`src/rtl/uart_pkg.sv`:
```
// Shared definitions for the UART clocking blocks: default divisor
// settings, oversample ratio and the divisor-update state encoding.
package uart_pkg;

  // Default geometry of the fractional baud generator.
  localparam int UART_INT_W    = 16;
  localparam int UART_FRAC_W   = 8;
  localparam int UART_OSR      = 16;

  // Divisor active straight out of reset.
  localparam int UART_DEF_INT  = 326;
  localparam int UART_DEF_FRAC = 0;

  // Divisor update handshake: STABLE when the active divisor is current,
  // PENDING while a newly loaded shadow divisor waits for a safe swap point.
  typedef enum logic {
    STABLE  = 1'b0,
    PENDING = 1'b1
  } upd_state_e;

endpackage

```
`src/rtl/frac_tick_div.sv`:
```
// Fractional tick divider: a down-counter paced by a phase accumulator.
// Each oversample period lasts eff_int clocks plus the carry out of the
// accumulator, so the long-run period averages int + frac/2^FRAC_W.
module frac_tick_div
  import uart_pkg::*;
#(
  parameter int INT_W   = UART_INT_W,
  parameter int FRAC_W  = UART_FRAC_W,
  parameter int DEF_INT = UART_DEF_INT
) (
  input  logic              clock,
  input  logic              reset,        // asynchronous, active low
  input  logic              enable,
  input  logic              sync_clear,
  input  logic [INT_W-1:0]  act_int,      // currently active integer divisor
  input  logic [FRAC_W-1:0] act_frac,     // currently active fractional divisor
  input  logic              swap_pending, // shadow divisor becomes active at next reload
  input  logic [INT_W-1:0]  shadow_int,   // integer divisor that the swap installs
  output logic              tick_os
);

  // Divisors 0 and 1 would give a zero-length period; they run as 2.
  localparam int             DEF_EFF = (DEF_INT < 2) ? 2 : DEF_INT;
  localparam logic [INT_W:0] CNT_RST = (INT_W+1)'(DEF_EFF - 1);
  localparam logic [INT_W:0] CNT_ONE = (INT_W+1)'(1);

  // Counter is one bit wider than the divisor so eff_int+carry always fits.
  function automatic logic [INT_W:0] eff_div(input logic [INT_W-1:0] d);
    if (d[INT_W-1:1] == '0) begin
      return (INT_W+1)'(2);
    end
    return {1'b0, d};
  endfunction

  logic [INT_W:0]  cnt_q, cnt_d;
  logic [FRAC_W-1:0] acc_q, acc_d;

  logic [INT_W:0]  act_eff;
  logic [INT_W:0]  shd_eff;
  logic [FRAC_W:0] acc_sum;
  logic [INT_W:0]  carry_ext;

  // Clamped divisors and the accumulator step taken at each tick.
  always_comb begin
    act_eff   = eff_div(act_int);
    shd_eff   = eff_div(shadow_int);
    acc_sum   = {1'b0, acc_q} + {1'b0, act_frac};
    carry_ext = {{INT_W{1'b0}}, acc_sum[FRAC_W]};
  end

  // A tick fires when the count is exhausted, unless frozen or being cleared.
  assign tick_os = enable & ~sync_clear & (cnt_q == '0);

  // Next count / accumulator: clear restarts phase, tick reloads, else count down.
  always_comb begin
    cnt_d = cnt_q;
    acc_d = acc_q;
    if (sync_clear) begin
      // A pending shadow is installed by the clear, so restart on its length.
      cnt_d = (swap_pending ? shd_eff : act_eff) - CNT_ONE;
      acc_d = '0;
    end else if (tick_os) begin
      if (swap_pending) begin
        // New divisor starts with a clean accumulator and no carry.
        cnt_d = shd_eff - CNT_ONE;
        acc_d = '0;
      end else begin
        cnt_d = act_eff + carry_ext - CNT_ONE;
        acc_d = acc_sum[FRAC_W-1:0];
      end
    end else if (enable) begin
      cnt_d = cnt_q - CNT_ONE;
    end
  end

  // Counter and accumulator registers.
  always_ff @(posedge clock or negedge reset) begin
    if (!reset) begin
      cnt_q <= CNT_RST;
      acc_q <= '0;
    end else begin
      cnt_q <= cnt_d;
      acc_q <= acc_d;
    end
  end

endmodule

```
`src/rtl/baud_gen_frac.sv`:
```
// Fractional baud-rate generator. Produces an oversample tick, a bit-rate
// tick and a square baud clock. New divisors are staged in a shadow and
// swapped in only at a period boundary (or on sync_clear), so a divisor
// change never produces a short or runt period.
module baud_gen_frac
  import uart_pkg::*;
#(
  parameter int INT_W    = UART_INT_W,
  parameter int FRAC_W   = UART_FRAC_W,
  parameter int OSR      = UART_OSR,
  parameter int DEF_INT  = UART_DEF_INT,
  parameter int DEF_FRAC = UART_DEF_FRAC,
  localparam int PH_W    = $clog2(OSR)
) (
  input  logic              clock,
  input  logic              reset,      // asynchronous, active low
  input  logic              enable,
  input  logic              sync_clear,
  input  logic [INT_W-1:0]  div_int,
  input  logic [FRAC_W-1:0] div_frac,
  input  logic              div_load,
  output logic              div_busy,
  output logic              tick_os,
  output logic              tick_baud,
  output logic              baud_out,
  output logic [PH_W-1:0]   os_phase
);

  localparam logic [PH_W-1:0] PH_LAST = PH_W'(OSR - 1);
  localparam logic [PH_W-1:0] PH_MID  = PH_W'(OSR / 2 - 1);
  localparam logic [PH_W-1:0] PH_ONE  = PH_W'(1);

  upd_state_e        state_q, state_d;
  logic [INT_W-1:0]  act_int_q, act_int_d;
  logic [FRAC_W-1:0] act_frac_q, act_frac_d;
  logic [INT_W-1:0]  shd_int_q, shd_int_d;
  logic [FRAC_W-1:0] shd_frac_q, shd_frac_d;
  logic [PH_W-1:0]   phase_q, phase_d;
  logic              baud_q, baud_d;

  logic              tick_os_w;
  logic              pending;
  logic              swap_now;
  logic              phase_last;
  logic              phase_mid;

  assign pending    = (state_q == PENDING);
  assign swap_now   = pending & (sync_clear | tick_os_w);
  assign phase_last = (phase_q == PH_LAST);
  assign phase_mid  = (phase_q == PH_MID);

  frac_tick_div #(
    .INT_W   (INT_W),
    .FRAC_W  (FRAC_W),
    .DEF_INT (DEF_INT)
  ) u_div (
    .clock        (clock),
    .reset        (reset),
    .enable       (enable),
    .sync_clear   (sync_clear),
    .act_int      (act_int_q),
    .act_frac     (act_frac_q),
    .swap_pending (pending),
    .shadow_int   (shd_int_q),
    .tick_os      (tick_os_w)
  );

  // Divisor update: capture into shadow on load, install at the next swap point.
  always_comb begin
    state_d    = state_q;
    act_int_d  = act_int_q;
    act_frac_d = act_frac_q;
    shd_int_d  = shd_int_q;
    shd_frac_d = shd_frac_q;
    // The swap always installs the shadow as it stood before this cycle's load.
    if (swap_now) begin
      act_int_d  = shd_int_q;
      act_frac_d = shd_frac_q;
      state_d    = STABLE;
    end
    // A load (even on the swap cycle) leaves a fresh value waiting.
    if (div_load) begin
      shd_int_d  = div_int;
      shd_frac_d = div_frac;
      state_d    = PENDING;
    end
  end

  // Oversample index and square baud clock, advanced on each tick.
  always_comb begin
    phase_d = phase_q;
    baud_d  = baud_q;
    if (sync_clear) begin
      phase_d = '0;
      baud_d  = 1'b0;
    end else if (tick_os_w) begin
      phase_d = phase_last ? '0 : phase_q + PH_ONE;
      if (phase_last || phase_mid) begin
        baud_d = ~baud_q;
      end
    end
  end

  // Update-FSM and divisor registers.
  always_ff @(posedge clock or negedge reset) begin
    if (!reset) begin
      state_q    <= STABLE;
      act_int_q  <= INT_W'(DEF_INT);
      act_frac_q <= FRAC_W'(DEF_FRAC);
      shd_int_q  <= INT_W'(DEF_INT);
      shd_frac_q <= FRAC_W'(DEF_FRAC);
    end else begin
      state_q    <= state_d;
      act_int_q  <= act_int_d;
      act_frac_q <= act_frac_d;
      shd_int_q  <= shd_int_d;
      shd_frac_q <= shd_frac_d;
    end
  end

  // Phase and baud-clock registers.
  always_ff @(posedge clock or negedge reset) begin
    if (!reset) begin
      phase_q <= '0;
      baud_q  <= 1'b0;
    end else begin
      phase_q <= phase_d;
      baud_q  <= baud_d;
    end
  end

  assign div_busy  = pending;
  assign tick_os   = tick_os_w;
  assign tick_baud = tick_os_w & phase_last;
  assign baud_out  = baud_q;
  assign os_phase  = phase_q;

endmodule
```
`config.mk`:
```
export PLATFORM = sky130hd
export DESIGN_NAME = baud_gen_frac
export DESIGN_NICKNAME = d
export VERILOG_FILES = /design/src/rtl/uart_pkg.sv /design/src/rtl/frac_tick_div.sv /design/src/rtl/baud_gen_frac.sv
export SDC_FILE = /design/constraint.sdc
export NUM_CORES = 1
export LEC_CHECK = 0
export ABC_CLOCK_PERIOD_IN_PS = 3800
export CAP_MARGIN = 30
export CORE_MARGIN = 3
export CORE_UTILIZATION = 55
export DETAILED_ROUTE_END_ITERATION = 7
export GPL_ROUTABILITY_DRIVEN = 0
export GPL_TIMING_DRIVEN = 0
export PLACE_DENSITY_LB_ADDON = 0.2
export SLEW_MARGIN = 20
export SYNTH_ARGS = -nofsm -noshare
export SYNTH_HDL_FRONTEND = slang
export SYNTH_SLANG_ARGS = --single-unit
```
`constraint.sdc`:
```
create_clock -name clock -period 3.8 [get_ports clock]
set_input_delay 0.95 -clock clock [delete_from_list [all_inputs] [get_ports clock]]
set_output_delay 0.95 -clock clock [all_outputs]
set_load 0.02 [all_outputs]
```
==> out/metrics.csv, run 1 <==
metric,value,unit
row_count,35,
yosys-top-cells-area,"dfrtp_1 32%, mux2_2 10%, dfstp_2 6.0%, mux2i_1 4.2%, ha_1 3.5%",
outcome,"complete, no violations",
core-area,9280,sq um
drc,0,
synth_cell_types,75,
drive_gt1_share,20.0,%
cp-start-kind,input pin,
finalNetCount,635,
synth_seq_area_share,37.6,%
htree_levels,3,
critPathKind,in -> out,
wire_per_inst,19.3,microns
grt_usage,25.8,%
slew_headroom,53.0,%
vias,4603,
fillers,752,
irDropWorstVdd,0.244,mV
skew,0.0119,ns
power.density,396,nW/um^2
grt_pass1_wl,22700,microns
syn_area,5300,sq um
fin_crit_sh,97.4,%
synthCells,543,
leakagePower,2.43,nW
grt_max_degree,52,
synth-edff-count,0,
r2r_setup_slack,0.20,ns
maxSlewViolCount,0,
ant_nets,0,
cts_made_buffers,9,
area_growth,15.0,%
ioPinCount,37,
r2r-end,u_div.cnt_q[15],
async_reset_ff_share,100,%
path_clk_slew,0.09,ns
cap_violations,0,
clock_path_buffers,2,
clkLatencyLatePin,0.36,ns
first_pass_iters,8,
fp.dieH,104,microns
period_needed,3.70,ns
gr-total-overflow,0,
root_buffer,clkbuf_8,
grt_pass1_vias,4387,
n_antenna_cell,0,
cts.sinks,79,
tightest_slew,0.704,ns
ys_seq_elements,79,
cts_tree,built,
end_kind,output port,
die_w,104,microns
setup.worst_path.start,sync_clear,
synth_area_leader_cell,dfrtp_1,
antenna_found_initial,0,
crit_fanout,10,
port_buffers,34,
fmax,270,MHz
synth_top_area_share,31.7,%
postRouteWirelength,14000,microns
final_core_util,65.6,%
finalHoldViolCount,0,
crit_required,2.85,ns
dpl.hpwl,10100,microns
dieArea,10800,sq um
viasPerCell,6.36,
yosys_warnings,0,
r2r_start,act_int_q[3],
syn-num-nets,588,
ff2ff_path_depth,11,
synth_area_per_cell,9.75,sq um
synth_ff_type,dfrtp_1,
setup-violations-final,0,
arrival,2.75,ns
fin_tns_setup,0,ns
initialDrtViolationCount,648,
start_util,57.0,%
min_path_type,in -> async,
-- power by group --
group	total [W]	switching, W	internal, W
combinational	0.000652	0.000362	0.000290
sequential	0.00109	0.000124	0.000964
clock	0.000671	0.000327	0.000344
-- synth_stat cells (all sizes together) (2+ instances only) --
cell type / count
dfrtp: 67
mux2: 49
nor2: 42
nand2: 30
o21ai: 25
clkbuf: 23
nor3: 23
mux2i: 22
xnor2: 21
nand3: 18
xor2: 18
a21oi: 17
ha: 15
buf: 13
inv: 13
dfstp: 12
nor4: 10
or4: 10
or3: 9
o211ai: 8
a211oi: 7
nand4: 7
o31ai: 7
a21o: 6
a32o: 6
o41ai: 5
a22oi: 4
nor2b: 4
nor3b: 4
or2: 4
or4b: 4
a311oi: 3
a31oi: 3
a211o: 2
a22o: 2
a32oi: 2
a41oi: 2
o21a: 2
-- final cells by class --
class                      instances  area, sq um  area share [%]
timing repair buffer              37          377            6.18
inverter                          14         52.6           0.863
tap                              129          161            2.65
buffer                            35          174            2.86
clock buffer                      11          151            2.49
clock inverter                     5         63.8            1.05
multi-input combinational        414         3120            51.2
sequential                        79         1990            32.7
-- sequential cells by signal, summed over array words and instances, names as in the netlist --
register and flops:
act_frac_q 8, shd_int_q 16, baud_out 1, os_phase 4, shd_frac_q 8, u_div.cnt_q 17, u_div.acc_q 8, div_busy 1
act_int_q 16
-- cells in the final DEF (no fill, tap or decap), types with 8 or more instances in the layout --
master           count
nand3_1             18
dfstp_2             12
nand2_1             29
buf_2                8
clkdlybuf4s50_1     30
mux2i_1             21
o21ai_0             24
clkbuf_8            11
inv_1               12
o211ai_1             8
xnor2_1             21
or4_1                9
ha_1                15
mux2_2              49
nor2_1              41
dfrtp_1             67
a21oi_1             17
nor3_1              20
xor2_1              18
clkbuf_1            21
-- layer usage --
| metal | global-route usage, % | share of wire, % | routed length [microns] |
|---|---|---|---|
| met1 | 36.9 | 44 | 6220 |
| met2 | 38.9 | 44 | 6100 |
| met3 | 5.34 | 9.0 | 1270 |
| met4 | 9.31 | 3.0 | 415 |
| met5 | 0 | 0 | 0 |
-- cells by family after synthesis --
family	synth area share, %
AOI/OAI and AO/OA	15.3
xor gates and xnor gates	6.45
DFF	37.6
muxes	14.6
and+or+nand+nor	17.9
adders and majority gates	3.92
buffers and inverters	4.18
-- worst max path at each step --
stage                     slack (ns)              end
after floorplan                 0.25        tick_baud
after global placement         -0.96    shd_int_q[11]
after detailed placement       -0.77        tick_baud
after CTS                      -0.14        tick_baud
after global routing           -0.03  u_div.cnt_q[11]
final                            0.1        tick_baud
-- timing repair --
item / CTS / global route
hold buffers: 0 / 0
setup buffers: 1 / 0
cloned: 0 / 0
gates resized for setup: 11 / 9
setup endpoints to repair: 7 / 14
pin swaps: 1 / 0
-- critical path: stages --
cell      delay, ns
clkbuf_1       0.25
or4_4          0.62
or2_4          0.28
buf_6          0.16
clkbuf_4       0.21
nor2_1         0.12
buf_2          0.17
-- per-stage QoR --
step	hold slack, ns	instances	setup WS (ns)	total power [W]	cell area (sq um)
2_1_floorplan	0.477	543	0.249	0.00152	5300
3_3_place_gp	0.490	706	-0.955	0.00169	5800
3_5_place_dp	0.498	708	-0.771	0.00172	5830
4_1_cts	0.514	725	-0.137	0.00239	6060
5_1_grt	0.522	724	-0.0331	0.00254	6090
6_report	0.511	724	0.0994	0.00241	6090
No activity file was read; power rests on OpenSTA's default activity.
==> inputs of run 2 (changes only) <==
--- a/config.mk
+++ b/config.mk
@@ -7,9 +7,9 @@
 export LEC_CHECK = 0
 export ABC_CLOCK_PERIOD_IN_PS = 3800
 export CAP_MARGIN = 30
-export CORE_MARGIN = 3
 export CORE_UTILIZATION = 55
 export DETAILED_ROUTE_END_ITERATION = 7
+export DONT_BUFFER_PORTS = 1
 export GPL_ROUTABILITY_DRIVEN = 0
 export GPL_TIMING_DRIVEN = 0
 export PLACE_DENSITY_LB_ADDON = 0.2
==> run 2 against run 1 <==
Compared with the run above:
- cell area decreased by 5.7%
- critical path depth decreased by 1
- first-iteration DRC count decreased by 26%
- non-clock buffer count decreased by 36
- core utilization decreased by 3.8 points
- largest power group unchanged
- power increased by 0.35%
- final cell count decreased by 5.0%
- via count decreased by 2.5%
==> out/metrics.csv, run 2 (same netlist as run 1, synthesis figures left out) <==
metric,value,unit,change
grt_max_degree,80,,was 52
setup.worst_path.start,sync_clear,,unchanged
worst_hold_slack,0.258,ns,was 0.511 ns
preCtsSetupSlack,-0.143,ns,was -0.771 ns
power.density,422,nW/um^2,was 396 nW/um^2
antenna_found_initial,0,,unchanged
regArea,1990,sq um,unchanged
critPathKind,in -> out,,unchanged
cp_slowest_cell,or4_4,,unchanged
arrival,2.75,ns,about the same
largest_register_ffs,17,,unchanged
start_util,57.0,%,unchanged
grt_pass1_vias,4161,,was 4387
r2r_setup_slack,0.24,ns,was 0.20 ns
postRouteWirelength,13700,microns,was 14000 microns
core-area,9280,sq um,unchanged
dieArea,10000,sq um,was 10800 sq um
fin_crit_sh,97.3,%,was 97.4%
die_w,100,microns,was 104 microns
htree_levels,3,,unchanged
reg_top3,"u_div.cnt_q x17, act_int_q x16, shd_int_q x16",,unchanged
finalNetCount,599,,was 635
grt_pass1_wl,22200,microns,was 22700 microns
vias,4488,,was 4603
cts.sinks,79,,unchanged
drc,0,,unchanged
r2r_start,shd_int_q[6],,was act_int_q[3]
use_met3,4.32,%,was 5.34%
leakagePower,2.27,nW,was 2.43 nW
path_clk_slew,0.09,ns,about the same
viasPerCell,6.52,,was 6.36
fin_tns_setup,0,ns,unchanged
gr-total-overflow,0,,unchanged
fillers,804,,was 752
ff2ff_path_depth,13,,was 11
outcome,"complete, no violations",,unchanged
cp-start-kind,input pin,,unchanged
port_buffers,0,,was 34
skew,0.0147,ns,was 0.0119 ns
period_needed,3.70,ns,about the same
hold_buffers,0,,unchanged
dpl.hpwl,9720,microns,was 10100 microns
end_kind,output port,,unchanged
first_pass_iters,5,,was 8
multiInputGateArea,3130,sq um,was 3120 sq um
ant_nets,0,,unchanged
top_register,u_div.cnt_q,,unchanged
place_inst,673,,was 708
crit_required,2.85,ns,about the same
maxSlewViolCount,0,,unchanged
drive_gt1_share,21.3,%,was 20.0%
top_usage_layer,met2,,unchanged
tightest_slew,0.716,ns,was 0.704 ns
row_count,35,,unchanged
worst_path_largest_cell_delay,0.62,ns,about the same
irDropWorstVdd,0.264,mV,was 0.244 mV
power,0.00242,W,was 0.00241 W
clock_path_buffers,2,,unchanged
grt_use_met2,43.2,%,was 38.9%
crit_fanout,10,,unchanged
min_path_type,in -> async,,unchanged
ioPinCount,37,,unchanged
cts_tree,built,,unchanged
fmax,271,MHz,was 270 MHz
mostFrequentLayoutCells,"67 x dfrtp_1, 49 x mux2_2, 40 x nor2_1",,"was 67 x dfrtp_1, 49 x mux2_2, 41 x nor2_1"
setup-violations-final,0,,unchanged
fp.dieH,100,microns,was 104 microns
fin_ws,0.104,ns,was 0.0994 ns
area_growth,8.44,%,was 15.0%
grt_usage,29.1,%,was 25.8%
root_buffer,clkbuf_8,,unchanged
use_met1,42.8,%,was 36.9%
finalHoldViolCount,0,,unchanged
rsz0062_at_grt,false,,
path_cells,clkbuf_1 > or4_4 > or2_4 > buf_6 > clkbuf_2 > nor2_4,,was clkbuf_1 > or4_4 > or2_4 > buf_6 > clkbuf_4 > nor2_1 > buf_2
n_antenna_cell,0,,unchanged
slew_headroom,52.3,%,was 53.0%
clkLatencyLatePin,0.38,ns,was 0.36 ns
wire_per_inst,19.9,microns,was 19.3 microns
initialDrtViolationCount,480,,was 648
fin_cells,688,,was 724
layout_commonest_cell,dfrtp_1,,unchanged
cts_made_buffers,9,,unchanged
cap_violations,0,,unchanged
==> run 2: power by group <==
| group | total, W | leakage [nW] | switching (W) | internal (W) |
|---|---|---|---|---|
| Sequential | 0.00109 | 0.941 | 0.000127 | 0.000965 |
| Clock | 0.000725 | 0.112 | 0.000346 | 0.000379 |
| Combinational | 0.000604 | 1.21 | 0.000339 | 0.000264 |
==> run 2: layout make-up <==
| class | instances | share of cell area (%) |
|---|---|---|
| multi-input cells | 414 | 54.5 |
| well taps | 129 | 2.81 |
| flip-flops and latches | 79 | 34.7 |
| inverters | 14 | 0.915 |
| repair buffers | 2 | 0.218 |
| plain buffers | 34 | 2.85 |
| clock inverters | 7 | 1.83 |
| clock buffers | 9 | 2.16 |
==> run 2: what timing repair did <==
action | CTS | global route
setup buffers | 1 | 0
resized for setup | 4 | 10
endpoints found under the setup margin | 6 | 13
pin swaps | 1 | 0
endpoints found under the hold margin | 0 | 0
==> run 2: worst max-delay path: cells and delay by family <==
kind                   cells  cell delay [ns]
AND/OR/NAND/NOR            3             1.12
buffers and inverters      3             0.67
==> run 2: final timing paths <==
kind / end
min: os_phase[3]
min in group clock: shd_frac_q[3]
max in group asynchronous: shd_int_q[1]
max reg2reg: u_div.cnt_q[14]
max: tick_baud
min reg2reg: shd_frac_q[3]
==> run 2: per-stage QoR <==
stage	utilization (%)	area, sq um
2_1_floorplan	-	5300
3_3_place_gp	58.8	5460
3_5_place_dp	58.8	5460
4_1_cts	61.5	5710
5_1_grt	61.8	5740
6_report	61.8	5740
==> run 2: layer usage <==
metal  share of wire [%]  routed length [microns]  up-vias
li1                    -                        -     2053
met1                  45                     6160     2162
met2                  44                     5980      230
met3                 8.4                     1150       43
met4                 3.0                      418        0
met5                   0                        0        -
